===== src/rtl/poly_note_if.sv =====
// Key/tone bundle between the keyboard/playback logic (master) and the note scheduler (slave).
// Signal widths follow NUM_KEYS the same way the scheduler derives them.
interface poly_note_if #(
  parameter int NUM_KEYS = 8
);
  localparam int IDX_W = (NUM_KEYS > 1) ? $clog2(NUM_KEYS) : 1;
  localparam int CNT_W = $clog2(NUM_KEYS + 1);

  logic [1:0]          shift;
  logic [NUM_KEYS-1:0] keys;
  logic [IDX_W-1:0]    note_idx;
  logic                note_valid;
  logic [CNT_W-1:0]    active_count;
  logic                pwm;
  logic                sd;

  modport master (
    output shift, keys,
    input  note_idx, note_valid, active_count, pwm, sd
  );

  modport slave (
    input  shift, keys,
    output note_idx, note_valid, active_count, pwm, sd
  );
endinterface


===== src/rtl/poly_note_scheduler.sv =====
// Round-robin polyphonic key scheduler driving one square-wave tone for the buzzer.
// Define POLY_SCHED_GAP_EN to insert a silent gap of GAP_CYCLES between slices.
module poly_note_scheduler #(
  parameter int NUM_KEYS     = 8,
  parameter int CLK_HZ       = 100_000_000,
  parameter int SLICE_CYCLES = 2_000_000,
  parameter int GAP_CYCLES   = 200_000
) (
  input  logic       clk,
  input  logic       rst_n,
  poly_note_if.slave bus
);
  // state | meaning
  // IDLE  | no key held, outputs silent
  // PLAY  | owner key sounds for its slice
  // GAP   | silent pause before the next owner plays (POLY_SCHED_GAP_EN only)

  localparam int IDX_W   = (NUM_KEYS > 1) ? $clog2(NUM_KEYS) : 1;
  localparam int CNT_W   = $clog2(NUM_KEYS + 1);
  localparam int SLICE_W = $clog2(SLICE_CYCLES);
  localparam logic [SLICE_W-1:0] SLICE_LAST = SLICE_W'(SLICE_CYCLES - 1);

`ifdef POLY_SCHED_GAP_EN
  typedef enum logic [1:0] {S_IDLE, S_PLAY, S_GAP} state_t;
  localparam int GAP_W = $clog2(GAP_CYCLES + 1);
  localparam logic [GAP_W-1:0] GAP_LAST = GAP_W'(GAP_CYCLES - 1);
  logic [GAP_W-1:0] r_gap;
`else
  typedef enum logic {S_IDLE, S_PLAY} state_t;
`endif

  // Half-period in clocks of semitone 'semi' above C3, rounded to nearest.
  function automatic logic [31:0] base_half(input int semi);
    real ratio;
    ratio = 1.0;
    for (int i = 0; i < semi; i++) ratio = ratio * 1.0594630943592953;
    return 32'($rtoi(real'(CLK_HZ) / (2.0 * 130.8128 * ratio) + 0.5));
  endfunction

  logic [31:0] w_rom [16];
  for (genvar g = 0; g < 16; g++) begin : g_rom
    localparam logic [31:0] HALF = (g < 12) ? base_half(g) : 32'd0;
    assign w_rom[g] = HALF;
  end

  state_t              r_state;
  logic [NUM_KEYS-1:0] r_keys_q, r_keys_d;
  logic [SLICE_W-1:0]  r_slice;
  logic [IDX_W-1:0]    r_owner;
  logic                r_valid;
  logic [CNT_W-1:0]    r_count;
  logic [31:0]         r_phase, r_half_m1;
  logic                r_pwm;

  logic             w_change, w_tc, w_phase_tc;
  logic [IDX_W-1:0] w_lowest, w_next, w_tone_idx;
  logic [CNT_W-1:0] w_pop;
  logic [3:0]       w_semi;
  logic [2:0]       w_oct;
  logic [31:0]      w_half, w_half_m1;

  always_comb begin
    w_lowest = '0;
    w_next   = '0;
    w_pop    = '0;
    for (int i = NUM_KEYS - 1; i >= 0; i--) begin
      if (r_keys_q[i]) w_lowest = IDX_W'(i);
    end
    w_next = w_lowest;
    for (int i = NUM_KEYS - 1; i >= 0; i--) begin
      if (r_keys_q[i] && (i > int'(r_owner))) w_next = IDX_W'(i);
    end
    for (int i = 0; i < NUM_KEYS; i++) w_pop = w_pop + CNT_W'(r_keys_q[i]);
  end

  assign w_change   = (r_keys_q != r_keys_d);
  assign w_tc       = (r_slice == SLICE_LAST);
  assign w_phase_tc = (r_phase >= r_half_m1);

  // Tone parameters are looked up for whichever key owns the note after this edge.
  assign w_tone_idx = w_change ? w_lowest : (w_tc ? w_next : r_owner);
  assign w_semi     = 4'(w_tone_idx % 12);
  assign w_oct      = 3'(w_tone_idx / 12) + 3'(bus.shift);
  assign w_half     = w_rom[w_semi] >> w_oct;
  assign w_half_m1  = (w_half > 32'd1) ? (w_half - 32'd1) : 32'd0;

  always_ff @(posedge clk or negedge rst_n) begin
    if (!rst_n) begin
      r_state   <= S_IDLE;
      r_keys_q  <= '0;
      r_keys_d  <= '0;
      r_slice   <= '0;
      r_owner   <= '0;
      r_valid   <= 1'b0;
      r_count   <= '0;
      r_phase   <= '0;
      r_half_m1 <= '0;
      r_pwm     <= 1'b0;
`ifdef POLY_SCHED_GAP_EN
      r_gap     <= '0;
`endif
    end else begin
      r_keys_q <= bus.keys;
      r_keys_d <= r_keys_q;
      r_count  <= w_pop;
      if (r_keys_q == '0) begin
        r_state <= S_IDLE;
        r_valid <= 1'b0;
        r_owner <= '0;
        r_slice <= '0;
        r_phase <= '0;
        r_pwm   <= 1'b0;
      end else if (w_change || (r_state == S_IDLE)) begin
        r_state   <= S_PLAY;
        r_valid   <= 1'b1;
        r_owner   <= w_lowest;
        r_slice   <= '0;
        r_phase   <= '0;
        r_pwm     <= 1'b0;
        r_half_m1 <= w_half_m1;
      end else begin
        case (r_state)
          S_PLAY: begin
            if (w_tc) begin
              r_slice <= '0;
              r_owner <= w_next;
            end else begin
              r_slice <= r_slice + 1'b1;
            end
            // A lone key keeps its owner at the boundary, so its tone runs on uninterrupted.
            if (w_tc && (w_next != r_owner)) begin
`ifdef POLY_SCHED_GAP_EN
              r_state <= S_GAP;
              r_valid <= 1'b0;
              r_gap   <= '0;
`endif
              r_phase   <= '0;
              r_pwm     <= 1'b0;
              r_half_m1 <= w_half_m1;
            end else if (w_phase_tc) begin
              r_phase   <= '0;
              r_pwm     <= ~r_pwm;
              r_half_m1 <= w_half_m1;
            end else begin
              r_phase <= r_phase + 32'd1;
            end
          end
`ifdef POLY_SCHED_GAP_EN
          S_GAP: begin
            if (r_gap == GAP_LAST) begin
              r_state   <= S_PLAY;
              r_valid   <= 1'b1;
              r_slice   <= '0;
              r_phase   <= '0;
              r_pwm     <= 1'b0;
              r_half_m1 <= w_half_m1;
            end else begin
              r_gap <= r_gap + 1'b1;
            end
          end
`endif
          default: r_state <= S_IDLE;
        endcase
      end
    end
  end

  assign bus.note_idx     = r_owner;
  assign bus.note_valid   = r_valid;
  assign bus.active_count = r_count;
  assign bus.pwm          = r_pwm;
  assign bus.sd           = 1'b1;
endmodule


===== src/flat_wrapper.sv =====
// flat-port wrapper written by rule: the top's interface ports become plain ports
module poly_note_scheduler_flat 
#(
  parameter int NUM_KEYS     = 8,
  parameter int CLK_HZ       = 100_000_000,
  parameter int SLICE_CYCLES = 2_000_000,
  parameter int GAP_CYCLES   = 200_000
)
  (clk, rst_n, bus_shift, bus_keys, bus_note_idx, bus_note_valid, bus_active_count, bus_pwm, bus_sd);
  poly_note_if #(.NUM_KEYS(NUM_KEYS)) bus_i ();
  input  logic clk;
  input  logic rst_n;
  input wire logic [$bits(bus_i.shift)-1:0] bus_shift;
  input wire logic [$bits(bus_i.keys)-1:0] bus_keys;
  output wire logic [$bits(bus_i.note_idx)-1:0] bus_note_idx;
  output wire logic [$bits(bus_i.note_valid)-1:0] bus_note_valid;
  output wire logic [$bits(bus_i.active_count)-1:0] bus_active_count;
  output wire logic [$bits(bus_i.pwm)-1:0] bus_pwm;
  output wire logic [$bits(bus_i.sd)-1:0] bus_sd;
  assign bus_i.shift = bus_shift;
  assign bus_i.keys = bus_keys;
  assign bus_note_idx = bus_i.note_idx;
  assign bus_note_valid = bus_i.note_valid;
  assign bus_active_count = bus_i.active_count;
  assign bus_pwm = bus_i.pwm;
  assign bus_sd = bus_i.sd;
  poly_note_scheduler #(.NUM_KEYS(NUM_KEYS), .CLK_HZ(CLK_HZ), .SLICE_CYCLES(SLICE_CYCLES), .GAP_CYCLES(GAP_CYCLES)) u_core (.clk(clk), .rst_n(rst_n), .bus(bus_i));
endmodule

===== config.mk =====
export PLATFORM = sky130hd
export DESIGN_NAME = poly_note_scheduler_flat
export DESIGN_NICKNAME = d
export VERILOG_FILES = /design/src/rtl/poly_note_if.sv /design/src/rtl/poly_note_scheduler.sv /design/src/flat_wrapper.sv
export SDC_FILE = /design/constraint.sdc
export NUM_CORES = 1
export LEC_CHECK = 0
export CORE_ASPECT_RATIO = 0.7
export CORE_MARGIN = 2
export CORE_UTILIZATION = 25
export CTS_CLUSTER_DIAMETER = 200
export DETAILED_ROUTE_END_ITERATION = 7
export PLACE_DENSITY = 0.38
export SLEW_MARGIN = 20
export SYNTH_ARGS = -nofsm -noshare
export SYNTH_HDL_FRONTEND = slang
export SYNTH_SLANG_ARGS = --single-unit

===== constraint.sdc =====
create_clock -name clk -period 9.06 [get_ports clk]
set_input_delay 1.359 -clock clk [delete_from_list [all_inputs] [get_ports clk]]
set_output_delay 1.359 -clock clk [all_outputs]
set_load 0.01 [all_outputs]

==> results_dict.tcl, run 1 <==
set metrics [dict create \
    status "finished, final reports clean" \
    hold_viol 0 \
    cts_tree "yes" \
    die_area_um2 29180 \
    swShare_pct 29.47 \
    power-per-cell-area_nw_per_um2 144.6 \
    hold_buffers 0 \
    finalCritPeriodShare_pct 54.95 \
    clock_sinks 111 \
    async_flop_share_pct 100.0 \
    yosysTopAreaCellShare_pct 39.95 \
    syn_to_final_growth_pct 11.84 \
    ant_nets 0 \
    cp_num_buf_inv 2 \
    port_buffers 20 \
    power_leakage_nw 3.305 \
    clock-root-buffer "clkbuf_16" \
    fmax_ghz 0.2009 \
    hp-class "flip-flop to flip-flop" \
    insertion_delay_ns 0.37 \
    n_antenna_cell 0 \
    core_area_um2 27570 \
    yosysTopAreaCell "dfrtp_1" \
    grt_usage_pct 12.65 \
    slew_viol_final 0 \
    ys_warn_count 0 \
    placementRows 51 \
    die_w_um 203.3 \
    numCtsBuffers 9 \
    place_ws_ns 4.148 \
    dr.pass1.iters 5 \
    setup_viol 0 \
    min_period_ns 4.979 \
    critPathMaxStageDelay_ns 0.82 \
    clkTransAtPathRegs_ns 0.09 \
    cp_data_required_time_ns 9.36 \
    drc_errors 0 \
    grt_max_degree 63 \
    postCtsSetupBuffers 0 \
    vias_per_cell 4.538 \
    max-clock-path-buffers 2 \
    pwr-share-clk_pct 36.5 \
    setup_tns_ns 0 \
    first_global_vias 5158 \
    cts_resized 0 \
    vias 5214 \
    grt_first_pass_wirelength_um 28970 \
    avgSynthCellArea_um2 8.983 \
    synth_edf_count 0 \
    skew_ns 0.01460 \
    chipHeight_um 143.5 \
    synth_area_um2 6953 \
    hpwl_um 12240 \
    cts_max_level 3 \
    cp_top_family "compound AO/OA/AOI/OAI gates" \
    power.switching_mw 0.3314 \
    slew_headroom_pct 31.98 \
    tightest_slew_ns 1.020 \
    place_congestion 0.8073 \
    wire_per_inst_um 14.99 \
    rsz0062_at_grt "no" \
    end_kind "flip-flop" \
    combinationalPowerShare_pct 16.0 \
    p_int_mw 0.7932 \
    initial_core_util_pct 25.22 \
    arrival_ns 5.28 \
    drive_gt1_share_pct 4.884 \
    overflow 0 \
    synthCells 774 \
    drtIter0Drc 383 \
    ys_types 71 \
    pin_count 22 \
    worstPathCellList "nor2_1 -> o221ai_1 -> a311oi_1 -> a211oi_1 -> o31ai_1 -> inv_1 -> ha_1 -> inv_1 -> o211a_1 -> a211oi_2 -> o311ai_2 -> ha_1 -> nand2_1 -> or3_1 -> a31oi_1" \
    synthTopCellsByArea "dfrtp_1 40%, ha_1 8.3%, nor2_1 6.6%, xor2_1 4.9%, inv_1 3.3%" \
    crit_slowest_cell "o31ai_1" \
    path_max_fanout 20 \
    max_cap_violations 0 \
    synthFlopType "dfrtp_1" \
    seqPwrFrac_pct 47.5 \
    antenna_found_initial 0 \
    finalWorstSetupSlack_ns 4.081 \
    peakVddDrop_mv 0.08770 \
    fin_nets 835 \
    drt_wl_total_um 17220 \
    synth_seq_cells 111 \
    syn_nets 836 \
    worstSetupPathType "flip-flop to flip-flop" \
    start_kind "flip-flop" \
    ys_seq_area_share_pct 39.95 \
]
==> cells in the mapped netlist, types with 8 or more instances <==
master,count
a31oi_1,9
xnor2_1,26
nor2_1,123
a211oi_1,8
nand2_1,56
nor3_1,16
and3_1,18
nand4_1,14
clkbuf_1,24
dfrtp_1,111
o211ai_1,11
inv_1,61
ha_1,46
nand3_1,24
o21ai_0,33
xor2_1,39
a21oi_1,30
mux2i_1,13
==> layer usage <==
layer	routed length, um	track usage, %
met1	10010	20.39
met2	6414	16.71
met3	608	2.404
met4	189	2.997
met5	0	0
==> final cells by class <==
cell class,instances,area (um2)
fillers,2968,19790
multi-input cells,566,3781
flip-flops and latches,111,2778
well taps,371,464.2
clock buffers,10,239.0
inverters,62,232.7
repair buffers,23,220.2
clock inverters,6,61.31
==> cells in the final DEF, fill, tap and decap left out, types with 24 or more instances in the layout <==
| cell | count |
|---|---|
| o21ai_0 | 33 |
| a21oi_1 | 30 |
| nor2_1 | 123 |
| dfrtp_1 | 111 |
| xor2_1 | 39 |
| xnor2_1 | 26 |
| inv_1 | 61 |
| nand2_1 | 56 |
| nand3_1 | 24 |
| ha_1 | 46 |
==> final timing paths <==
| check | startpoint | endpoint | slack, ns | cells after the start |
|---|---|---|---|---|
| setup / recovery | u_core.bus.note_idx[1] | u_core.r_half_m1[6] | 4.08 | 15 |
| hold reg to reg | u_core.r_half_m1[31] | u_core.r_half_m1[31] | 0.50 | 2 |
| setup reg to reg | u_core.bus.note_idx[1] | u_core.r_half_m1[6] | 4.08 | 15 |
| max in group asynchronous | rst_n | u_core.r_phase[27] | 6.77 | 2 |
| min in group asynchronous | rst_n | u_core.r_keys_q[1] | 1.11 | 1 |
| hold / removal | u_core.r_half_m1[31] | u_core.r_half_m1[31] | 0.50 | 2 |
==> cell families after synthesis <==
family | Yosys count | share of synthesized area [%]
AOI/OAI and AO/OA | 148 | 14.81
xor gates and xnor gates | 65 | 8.188
adders and majority gates | 50 | 9.430
buffers and inverters | 97 | 5.686
DFF | 111 | 39.95
muxes | 19 | 3.167
other | 1 | 0.05393
and+or+nand+nor | 283 | 18.72
==> tightest hold or removal path: stages (launching register included) <==
cell     delay, ns
dfrtp_1       0.33
inv_1         0.05
nor2_1        0.09
==> through the flow <==
stage	power [mW]	hold WS [ns]	cells	utilization, %	area, um2
finish	1.125	0.4994	1149	28.21	7776
CTS	1.152	0.5055	1149	28.21	7776
detailed placement	0.7254	0.4850	1133	27.12	7476
global placement	0.7285	0.4797	1133	27.12	7476
global route	1.194	0.5266	1149	28.21	7776
floorplan	0.6588	0.3519	774	-	6953
==> power groups by stage <==
stage | Sequential, mW | Combinational (mW) | Clock, mW
6_report | 0.534 | 0.179 | 0.411
5_1_grt | 0.539 | 0.205 | 0.450
4_1_cts | 0.535 | 0.182 | 0.435
3_5_place_dp | 0.545 | 0.181 | 0
3_3_place_gp | 0.544 | 0.184 | 0
2_1_floorplan | 0.541 | 0.118 | 0
==> state kept, by name, summed over array words and instances, names as in the netlist <==
signal	cells
u_core.bus.active_count	4
u_core.bus.note_idx	3
u_core.bus.note_valid	1
u_core.bus.pwm	1
u_core.r_half_m1	32
u_core.r_keys_d	8
u_core.r_keys_q	8
u_core.r_phase	32
u_core.r_slice	21
u_core.r_state	1
(Power assumes the default switching activity.)
==> inputs of run 2 (changes only) <==
Clock period 9.06 ns to 5 ns, I/O delays scaled along.
==> run 2 against run 1 <==
Net effect: via count about the same; cell count increased by 0.35%; sequential share of layout area shrank 0.052 points; cell area grew 0.14%; non-clock buffer count rose by 4; clock power rose by 74%; critical path depth down 2; largest cell class unchanged.
==> results_dict.tcl, run 2 (same netlist as run 1, synthesis figures left out) <==
set metrics [dict create \
    fin_nets 839 \
    power_leakage_nw 3.316 \
    multi_input_area_um2 3781 \
    power-per-cell-area_nw_per_um2 258.5 \
    end_kind "flip-flop" \
    fin_cells 1153 \
    skew_ns 0.01265 \
    drtIter0Drc 267 \
    hold_buffers 0 \
    path_max_fanout 12 \
    drt_wl_total_um 17290 \
    die_w_um 203.3 \
    final_cell_mix "123 x nor2_1, 111 x dfrtp_1, 61 x inv_1" \
    drive_gt1_share_pct 5.243 \
    worstSetupPathType "flip-flop to flip-flop" \
    cp_data_required_time_ns 5.22 \
    finish.utilization_pct 28.25 \
    hpwl_um 12510 \
    hold_viol 0 \
    first_global_vias 5360 \
    drc_errors 0 \
    dp.cells 1137 \
    initial_core_util_pct 25.22 \
    finalWorstSetupSlack_ns 0.5244 \
    slew_viol_final 0 \
    vias_per_cell 4.525 \
    grt_usage_pct 12.95 \
    overflow 0 \
    setup_tns_ns 0 \
    clock_sinks 111 \
    dr.pass1.iters 5 \
    total_power_mw 2.013 \
    start_kind "flip-flop" \
    n_antenna_cell 0 \
    placed_area_um2 7506 \
    wire_per_inst_um 15.00 \
    grt_max_degree 46 \
    ant_nets 0 \
    numCtsBuffers 9 \
    finalCritPeriodShare_pct 89.51 \
    status "finished, final reports clean" \
    final_common_cell "nor2_1" \
    min_period_ns 4.476 \
    postCtsSetupBuffers 0 \
    peakVddDrop_mv 0.1539 \
    placementRows 51 \
    top_layer_used "met4" \
    max-clock-path-buffers 2 \
    rsz0062_at_grt "no" \
    dr_wl_met3_um 610 \
    die_area_um2 29180 \
    chipHeight_um 143.5 \
    syn_to_final_growth_pct 12.00 \
    met1_length_um 10030 \
    clkTransAtPathRegs_ns 0.08 \
    wl_met2_um 6468 \
    final_area_um2 7787 \
    place_congestion 0.7906 \
    cts_tree "yes" \
    grt_first_pass_wirelength_um 29770 \
    core_area_um2 27570 \
    vias 5217 \
    port_buffers 20 \
    hp-class "input port to asynchronous set/reset pin" \
    setup_viol 0 \
    hold_slack_ns 0.3532 \
    fill_cells 2986 \
    fmax_ghz 0.2234 \
    largestRegisters "u_core.r_half_m1: 32 flops, u_core.r_phase: 32 flops, u_core.r_slice: 21 flops" \
    tightest_slew_ns 1.005 \
    clock-root-buffer "clkbuf_16" \
    slew_headroom_pct 33.00 \
    place_ws_ns 0.5819 \
    insertion_delay_ns 0.37 \
    antenna_found_initial 0 \
    cts_max_level 3 \
    regArea_um2 2778 \
    cts_resized 0 \
    max_cap_violations 0 \
    pin_count 22 \
    arrival_ns 4.69 \
]
[run 2: cell types whose count changed in the layout (fill, tap and decap cells not counted), sizes merged]
cell    change
clkbuf      +1
clkinv      -1
buf         +4
[run 2: layer usage]
layer	vias to the layer above	GRT usage [%]
met1	2480	20.78
met5	-	0
met4	0	3.189
li1	2655	-
met2	72	17.14
met3	10	2.494
[run 2: report_power, final]
group | internal [mW] | leakage (nW) | total [mW] | switching [mW]
sequential | 0.939 | 1.46 | 0.969 | 0.0301
combinational | 0.137 | 1.72 | 0.327 | 0.190
clock | 0.357 | 0.137 | 0.717 | 0.361
total | 1.43 | 3.32 | 2.01 | 0.580
[run 2: layout make-up]
cell class	count	share of cell area [%]
Sequential cell	111	35.67
Clock inverter	5	0.4981
Multi-Input combinational cell	566	48.55
Tap cell	371	5.961
Clock buffer	11	3.117
Inverter	62	2.988
Timing Repair Buffer	27	3.213
[run 2: critical path: stages, from the launching register on]
cell	delay (ns)
dfrtp_1	0.48
xor2_1	0.20
nor4_1	0.62
nand2_1	0.40
a22o_1	0.42
ha_1	0.51
inv_1	0.17
o211ai_1	0.23
o22ai_1	0.14
o41a_1	0.52
ha_1	0.26
nand2_1	0.13
xnor2_1	0.14
mux2i_1	0.09
[run 2: path summary, 6_finish.rpt]
path / start / to / slack (ns) / depth (start not counted)
min in group clk: u_core.r_half_m1[30] / u_core.r_half_m1[30] / 0.50 / 2
setup reg to reg: u_core.r_keys_q[3] / u_core.r_half_m1[4] / 0.52 / 13
setup / recovery: u_core.r_keys_q[3] / u_core.r_half_m1[4] / 0.52 / 13
hold / removal: rst_n / u_core.r_keys_d[0] / 0.35 / 1
max in group asynchronous: rst_n / u_core.r_half_m1[25] / 3.68 / 2
hold reg to reg: u_core.r_half_m1[30] / u_core.r_half_m1[30] / 0.50 / 2
